[src/rtl/cordic_pkg.sv]
// Shared definitions for the iterative CORDIC engine: mode encodings, FSM states
// and elaboration-time arctangent table generation.
package cordic_pkg;

    localparam logic MODE_ROT = 1'b0;
    localparam logic MODE_VEC = 1'b1;

    typedef enum logic {
        ST_IDLE,
        ST_RUN
    } state_t;

    // Internal fixed-point scale used while summing the arctangent series.
    localparam int SERIES_FRAC = 60;

    function automatic int atan_frac(input int width);
        return width - 2;
    endfunction

    function automatic int idx_width(input int iter);
        return (iter > 1) ? $clog2(iter) : 1;
    endfunction

    // atan(1/n) scaled by 2^SERIES_FRAC via the alternating Taylor series.
    function automatic longint atan_inv(input longint n);
        longint p;
        longint acc;
        longint term;
        p   = (longint'(1) << SERIES_FRAC) / n;
        acc = 0;
        for (int unsigned k = 0; k < 64; k++) begin
            term = p / longint'(2 * k + 1);
            acc  = k[0] ? acc - term : acc + term;
            p    = p / n;
            p    = p / n;
        end
        return acc;
    endfunction

    // round(atan(2^-i) * 2^(width-2)); atan(1) is split as atan(1/2)+atan(1/3) for convergence.
    function automatic longint atan_entry(input int width, input int i);
        longint acc;
        int     shift;
        if (i == 0) acc = atan_inv(2) + atan_inv(3);
        else        acc = atan_inv(longint'(1) << i);
        shift = SERIES_FRAC - atan_frac(width);
        return (acc + (longint'(1) << (shift - 1))) >>> shift;
    endfunction

endpackage

[src/rtl/cordic_atan_rom.sv]
// Combinational arctangent lookup; contents fixed at elaboration so the angle is
// available in the same cycle as its index.
module cordic_atan_rom
    import cordic_pkg::*;
#(
    parameter int WIDTH = 16,
    parameter int ITER  = 12,
    localparam int IDX_W = idx_width(ITER)
) (
    input  logic        [IDX_W-1:0] idx,
    output logic signed [WIDTH-1:0] angle
);

    logic [WIDTH-1:0] rom_data [2**IDX_W];

    // Unused slots above ITER-1 read as zero.
    for (genvar g = 0; g < 2**IDX_W; g++) begin : g_rom
        if (g < ITER) begin : g_val
            localparam longint VAL = atan_entry(WIDTH, g);
            assign rom_data[g] = WIDTH'(VAL);
        end else begin : g_pad
            assign rom_data[g] = '0;
        end
    end

    assign angle = rom_data[idx];

endmodule

[src/rtl/cordic_iter_engine.sv]
// Iterative circular-mode CORDIC: one micro-rotation per clock, rotation or
// vectoring mode, start/busy/done handshake with registered held results.
module cordic_iter_engine
    import cordic_pkg::*;
#(
    parameter int WIDTH = 16,
    parameter int ITER  = 12,
    parameter int GUARD = 2
) (
    input  logic                      clk,
    input  logic                      rst_n,
    input  logic                      start,
    input  logic                      mode,
    input  logic signed [WIDTH-1:0]   x_in,
    input  logic signed [WIDTH-1:0]   y_in,
    input  logic signed [WIDTH-1:0]   z_in,
    output logic                      busy,
    output logic                      done,
    output logic signed [WIDTH+GUARD-1:0] x_out,
    output logic signed [WIDTH+GUARD-1:0] y_out,
    output logic signed [WIDTH-1:0]   z_out
);

    localparam int XW    = WIDTH + GUARD;
    localparam int IDX_W = idx_width(ITER);
    localparam logic [IDX_W-1:0] LAST = IDX_W'(ITER - 1);

    state_t                   state;
    logic                     mode_q;
    logic        [IDX_W-1:0]  iter;
    logic signed [XW-1:0]     x_q, y_q;
    logic signed [WIDTH-1:0]  z_q;
    logic signed [XW-1:0]     x_sh, y_sh, x_nx, y_nx;
    logic signed [WIDTH-1:0]  z_nx, angle;
    logic                     pos;

    cordic_atan_rom #(
        .WIDTH (WIDTH),
        .ITER  (ITER)
    ) u_rom (
        .idx   (iter),
        .angle (angle)
    );

    always_comb begin
        x_sh = x_q >>> iter;
        y_sh = y_q >>> iter;
        // pos means d = +1
        pos  = (mode_q == MODE_VEC) ? y_q[XW-1] : ~z_q[WIDTH-1];
        if (pos) begin
            x_nx = x_q - y_sh;
            y_nx = y_q + x_sh;
            z_nx = z_q - angle;
        end else begin
            x_nx = x_q + y_sh;
            y_nx = y_q - x_sh;
            z_nx = z_q + angle;
        end
    end

    always_ff @(posedge clk or negedge rst_n) begin
        if (!rst_n) begin
            state  <= ST_IDLE;
            mode_q <= MODE_ROT;
            iter   <= '0;
            x_q    <= '0;
            y_q    <= '0;
            z_q    <= '0;
            busy   <= 1'b0;
            done   <= 1'b0;
            x_out  <= '0;
            y_out  <= '0;
            z_out  <= '0;
        end else begin
            case (state)
                ST_IDLE: begin
                    done <= 1'b0;
                    if (start) begin
                        x_q    <= {{GUARD{x_in[WIDTH-1]}}, x_in};
                        y_q    <= {{GUARD{y_in[WIDTH-1]}}, y_in};
                        z_q    <= z_in;
                        mode_q <= mode;
                        iter   <= '0;
                        busy   <= 1'b1;
                        state  <= ST_RUN;
                    end
                end
                ST_RUN: begin
                    x_q <= x_nx;
                    y_q <= y_nx;
                    z_q <= z_nx;
                    if (iter == LAST) begin
                        x_out <= x_nx;
                        y_out <= y_nx;
                        z_out <= z_nx;
                        done  <= 1'b1;
                        busy  <= 1'b0;
                        iter  <= '0;
                        state <= ST_IDLE;
                    end else begin
                        iter <= iter + 1'b1;
                    end
                end
                default: state <= ST_IDLE;
            endcase
        end
    end

endmodule

[config.mk]
export PLATFORM = sky130hd
export DESIGN_NAME = cordic_iter_engine
export DESIGN_NICKNAME = d
export VERILOG_FILES = /design/src/rtl/cordic_pkg.sv /design/src/rtl/cordic_atan_rom.sv /design/src/rtl/cordic_iter_engine.sv
export SDC_FILE = /design/constraint.sdc
export NUM_CORES = 1
export LEC_CHECK = 0
export ABC_AREA = 1
export CAP_MARGIN = 15
export CORE_MARGIN = 10
export CORE_UTILIZATION = 30
export CTS_BUF_LIST = sky130_fd_sc_hd__clkbuf_16
export CTS_CLUSTER_DIAMETER = 200
export DETAILED_ROUTE_END_ITERATION = 16
export SLEW_MARGIN = 0
export SYNTH_ARGS = -nofsm -noshare
export SYNTH_HDL_FRONTEND = slang
export SYNTH_HIERARCHICAL = 1
export SYNTH_SLANG_ARGS = --single-unit
[constraint.sdc]
create_clock -name clk -period 4.6 [get_ports clk]
set_clock_uncertainty 0.2 [all_clocks]
set_input_delay 1.15 -clock clk [delete_from_list [all_inputs] [get_ports clk]]
set_output_delay 1.15 -clock clk [all_outputs]
set_load 0.02 [all_outputs]
### Yosys cells after proc, flatten, opt, wreduce, memory -nomap -nowiden

Memory sizes are Yosys's and may differ from the RTL's.
Index checks and enable logic that the tools add are counted.
Widths: inputs -> output; s select.

* memories kept: 1
* ROM bits: 256
* output and inout port bits: 54
* bits in writable memories: 0
* flip-flop bits (word level): 112
* latch bits: 0

* shift-type cells: 2
* reductions and logical operators: 3
* bitwise gates (word level): 3
* add/subtract/negate cells: 7
* equal/unequal tests: 3
* divide/modulo/power cells: 0
* multipliers: 0
* muxes and demuxes: 23
* order comparisons: 1

Memory list
* (no name shown): words 16, bits a word 16, rd ports 1, clocked after Yosys merged registers in 0, wr ports 0, line cordic_atan_rom.sv:26 `assign angle = rom_data[idx];`

Operators with widths (number)
* $mux 18: 4
* $pmux 18 s2: 2
* $mux 16: 4
* $add 18x18->18: 2
* $sshr 18x4->18: 2
* $sub 18x18->18: 2
* $pmux 16 s2: 1
* $add 16x16->16: 1
* $sub 16x16->16: 1
* $mux 4: 2
* $pmux 4 s2: 1
* $mux 1: 6
* $pmux 1 s2: 3
* $reduce_and 2->1: 3
* $ge 5x5->1 const B: 1
* $not 4->5: 1
* $add 4x1->4 const B: 1
* $eq 4x4->1 const B: 1
* $ne 2x1->1 const B: 1
* $ne 2x2->1 const B: 1
* $not 1->1: 2

### Logic depth before layout (Yosys ltp)

* word-level depth: 7
* mapped depth: 26

### Cells and area by module

Netlist, hierarchy kept.

By module, submodules not included
* cordic_iter_engine: area each 9599.2 um^2, cells an instance 1403, instances 1, sequential area each 2802.7 um^2
* cordic_atan_rom: area each 317.8 um^2, cells an instance 48, instances 1, sequential area each 0.0 um^2

### Worst setup path before layout

OpenSTA, ideal clock, no wires.

* path type: reg-to-reg
* start point: register iter[0]
* end point: register y_q[17]
* cell stages (with the launch flop): 23
* buffers on the path: 2
* period minus slack after synthesis: 3.640 ns
* slack: 0.960 ns
* arrival time: 3.322 ns
* setup time: 0.118 ns
* path through: dfrtp_1 buf_6 buf_12 nand2_2 nand3_2 nand3_1 nand3_1 nand2_2 ha_1 nand3_2 nor2_2 nand3_1 nand2_1 xor2_1 inv_1 ha_1 nand2_1 nor2_1 nand2_1 o311ai_0 nand3_2 nand3_1 nand2_1

* longest elaborated chain between the ends: 4

Ends and longest elaborated chain
* from (decl): line cordic_iter_engine.sv:30 `logic [IDX_W-1:0] iter;`
* from (signal assigned): line cordic_iter_engine.sv:101 `iter <= iter + 1'b1;`
* $sshr 18x4->18 *: line cordic_iter_engine.sv:46 `x_sh = x_q >>> iter;`
* $sub 18x18->18 / $add 18x18->18 (equally long branches): line cordic_iter_engine.sv:56, cordic_iter_engine.sv:52
* $mux 18 *: line cordic_iter_engine.sv:50 `if (pos) begin`
* $pmux 18 s2 *: line cordic_iter_engine.sv:75 `case (state)`
* to (signal assigned): line cordic_iter_engine.sv:80 `y_q <= {{GUARD{y_in[WIDTH-1]}}, y_in};`
* to (signal assigned): line cordic_iter_engine.sv:90 `y_q <= y_nx;`
* to (decl): line cordic_iter_engine.sv:31 `logic signed [XW-1:0] x_q, y_q;`

Mark *: on every way between the ends. The rest lies on a longest branch, timed or not.
A chain may end at the register's enable or synchronous reset.

### Worst setup path after layout

* start point: register iter[0]
* end point: register z_q[15]

* longest elaborated chain between the ends: 7

Ends and longest elaborated chain
* $not 4->5 (implied by the code) *: line cordic_atan_rom.sv:26
* $mem_v2 16x16 *
* $mux 16 (implied by the code) * (2 in a row): line cordic_atan_rom.sv:26
* net angle[3]: line cordic_iter_engine.sv:34 `logic signed [WIDTH-1:0] z_nx, angle;`
* $add 16x16->16 / $sub 16x16->16 (equally long branches): line cordic_iter_engine.sv:57, cordic_iter_engine.sv:53
* $mux 16 *: line cordic_iter_engine.sv:50
* $pmux 16 s2 *: line cordic_iter_engine.sv:75
* to (signal assigned): line cordic_iter_engine.sv:81 `z_q <= z_in;`
* to (signal assigned): line cordic_iter_engine.sv:91 `z_q <= z_nx;`
* to (decl): line cordic_iter_engine.sv:32 `logic signed [WIDTH-1:0] z_q;`

The timed path passes the listed nets; every way through them passes the cells marked *. The select of a mux whose other input is x is not followed.

==> results.md <==
* Status: finished clean
* Post-Syn Instances at ~1500
* Initial core utilization at a little under a third
* Ratio of cells with drive above 1 in the final layout at 8.442%
* Worst-Margin Slew at between 0.6 and 0.7 ns
* Hold Slack at 0.2777 ns
* Total CTS buffers at 9
* Non-filler instance count after layout at about 2000
* GRT met3 Usage at about 2.3%
* Synth Cell Area at roughly 9900 um^2
* H-tree depth at 3
* N_diodes at 0
* Final min period at between 4 and 5 ns
* Min-delay worst type: register to register
* Simple-gate area share of the yosys netlist at 40.32%
* Worst slew margin at roughly three fifths
* XOR/XNOR Fraction of Synth Area at around 6.6%
* Core area at roughly 33000 um^2
* CP Capture Type: register
* Initial antenna violation count at 0
* I/O pins at ~110
* Top Usage Layer GRT: met2
* Period utilisation layout at between 90 and 100%
* Post-synth top cells: 500 x nand2_1, 249 x nand3_1, 112 x dfrtp_1
* Syn_area_per_cell at roughly 7 um^2
* Routed vias at 9776
* Area Growth Syn to Fin at 18.33%
* Met1 Use GR at approximately a fifth
* Fin. max-slew vios at 0
* GR Layer Usage met2 at between 20% and 30%
* DR WL/cell at approximately 16 um
* Die width at around 200 um
* Clock Latency Late Sink at between 0.3 and 0.4 ns
* DRT antenna net count at 0
* Crit path arrival time at ~4.3 ns
* Post CTS Setup Buffer Count at 0
* Die H at between 200 and 250 um
* EDFF count, synth at 0
* Port bufs at ~110
* Async SR Flop Fraction at 100.0%
* Final nets at approximately 1600
* Inst Count DP at between 1500 and 2000
* Register area share after synthesis at between 20 and 30%
* Area leader, netlist: dfrtp_1
* Grt ovf at 0
* DRC Markers at 0
* DR vias/cell at 4.962
* F_max at 0.2360 GHz
* CTS tree: yes
* Synth Area in Compound Gates at a little under a tenth
* Largest net degree at the start of global routing at 70
* First-pass GRT wire length at 51670 um
* DP HPWL at about 24000 um
* Mux share of post-synthesis cell area at 0%
* Critical path class: register to register
* Most frequent cell after synthesis: nand2_1
* Clk buf depth at 2
* Top-area cell type share of the netlist area at between 20 and 30%
* Drt pass-1 iters at 6
* Clock-pin slew on the worst setup and hold paths at 0.07 ns
* Area contributors post-synth: dfrtp_1 28%, nand2_1 19%, nand3_1 13%
* Row cnt at 66
* Fillers at around 3500
* Final-report setup violation count at 0
* CP startpoint kind: register
* Post-Synth Adder-Cell Area at 8.049%
* Max-cap violations at 0
* Required time of the critical path at ~4.7 ns
* TritonCTS Sinks at approximately 110
* DR iter-0 viols at approximately 700
* Unique cell type count in the Yosys netlist at 48
* Routed WL at around 32000 um
* Synth Warn # at 6
* Number of global-route vias before repair at 9834
* Global-route usage over all layers at between 10% and 20%
* Flops & latches, synth at approximately 110
* Root Buffer: clkbuf_16
* Die Area at approximately 41000 um^2
* Final GP Congestion at approximately 0.88
* Crit path max fanout at 22
* Largest family of logic cells by synthesized area: simple AND/OR/NAND/NOR gates
* Final hold viol count at 0
* Ys flop type: dfrtp_1
routing by layer:
| layer | vias up | share of wire [%] |
|---|---|---|
| li1 | 4934 | - |
| met1 | 4614 | 45 |
| met2 | 198 | 50 |
| met3 | 30 | 3.7 |
| met4 | 0 | 1.5 |
| met5 | - | 0 |
repair_timing:
item	4_1_cts	5_1_grt
hold buffers	0	0
resized for setup	0	8
setup endpoints to repair	0	15
cells in the final DEF (no fill, tap or decap), types with 6 or more instances in the layout:
cell             netlist  layout
nor2_2                 6       6
nand3_1              249     249
clkdlybuf4s50_1        0     104
or2_2                  6       6
xnor2_1               24      24
clkbuf_16              0      10
nand2_1              500     500
nor2_1                47      46
a21oi_1               58      58
nand2_2               33      33
inv_1                 85      83
o21ai_1               10      10
nand3_2               17      17
buf_4                  7      17
ha_1                  59      59
o21ai_2                7       7
xor2_1                51      51
nand2_4                8       8
o211ai_1              11      11
o21ai_0               49      49
dfrtp_1              112     110
cell type report:
class | count | area (um^2) | area share, %
Clock inverter | 4 | 120.1 | 1.024
Clock buffer | 9 | 225.2 | 1.919
Tap cell | 442 | 553.0 | 4.713
Inverter | 92 | 356.6 | 3.039
Multi-Input combinational cell | 1185 | 6401 | 54.55
Sequential cell | 112 | 2805 | 23.90
Timing Repair Buffer | 126 | 1274 | 10.85
through the flow:
| stage | TNS, ns | util, % | cell area [um^2] | setup slack (ns) |
|---|---|---|---|---|
| 3_5_place_dp | 0 | 34.83 | 11330 | 0.2538 |
| 6_report | 0 | 36.07 | 11740 | 0.3630 |
| 2_1_floorplan | 0 | - | 9921 | 0.9601 |
| 5_1_grt | -0.07746 | 36.07 | 11740 | -0.03893 |
| 3_3_place_gp | 0 | 34.83 | 11330 | 0.2490 |
| 4_1_cts | 0 | 35.89 | 11680 | 0.2289 |
cells by family after synthesis:
family | count (synthesis)
compound gates | 161
flops | 112
fa+ha+maj | 62
other cells | 1
simple gates | 885
xor+xnor | 75
buf+inv | 155
registers in the layout (all words and copies together), names as in the netlist:
| register | cells |
|---|---|
| state | 1 |
| y_q | 18 |
| iter | 4 |
| x_q | 18 |
| busy | 1 |
| z_q | 16 |
| done | 1 |
| z_out | 16 |
| y_out | 18 |
| x_out | 18 |
| mode_q | 1 |
worst paths after layout:
check / startpoint / end / slack (ns) / cells past startpoint
worst max-delay path: iter[0]$_DFFE_PN0P_ / z_q[15]$_DFFE_PN0P_ / 0.36 / 24
worst min-delay path: y_out[2]$_DFFE_PN0P_ / y_out[2]$_DFFE_PN0P_ / 0.28 / 2
worst max register to register: iter[0]$_DFFE_PN0P_ / z_q[15]$_DFFE_PN0P_ / 0.36 / 24
worst min register to register: y_out[2]$_DFFE_PN0P_ / y_out[2]$_DFFE_PN0P_ / 0.28 / 2
max in group asynchronous: rst_n / x_q[14]$_DFFE_PN0P_ / 2.80 / 2
min in group asynchronous: rst_n / z_out[14]$_DFFE_PN0P_ / 0.58 / 1
critical path, stage by stage, from the launching register on:
cell	delay [ns]
dfrtp_2	0.47
buf_12	0.20
inv_1	0.09
ha_1	0.34
nand2_1	0.14
nand3_1	0.13
inv_1	0.10
nand2_1	0.07
nor2_1	0.14
nand3_1	0.13
nor2_1	0.16
nand3_1	0.12
nand2_1	0.13
xnor2_1	0.12
inv_1	0.06
ha_1	0.33
nand2_1	0.12
nor2_1	0.07
nand3_1	0.09
o2111ai_1	0.20
nand3_1	0.15
o21bai_1	0.08
or2_2	0.31
nand3_1	0.09
nand3_1	0.08
Power is left out: the tool's default activity adds up to more than one toggle a clock period on the data nets, which glitch-free logic cannot reach.
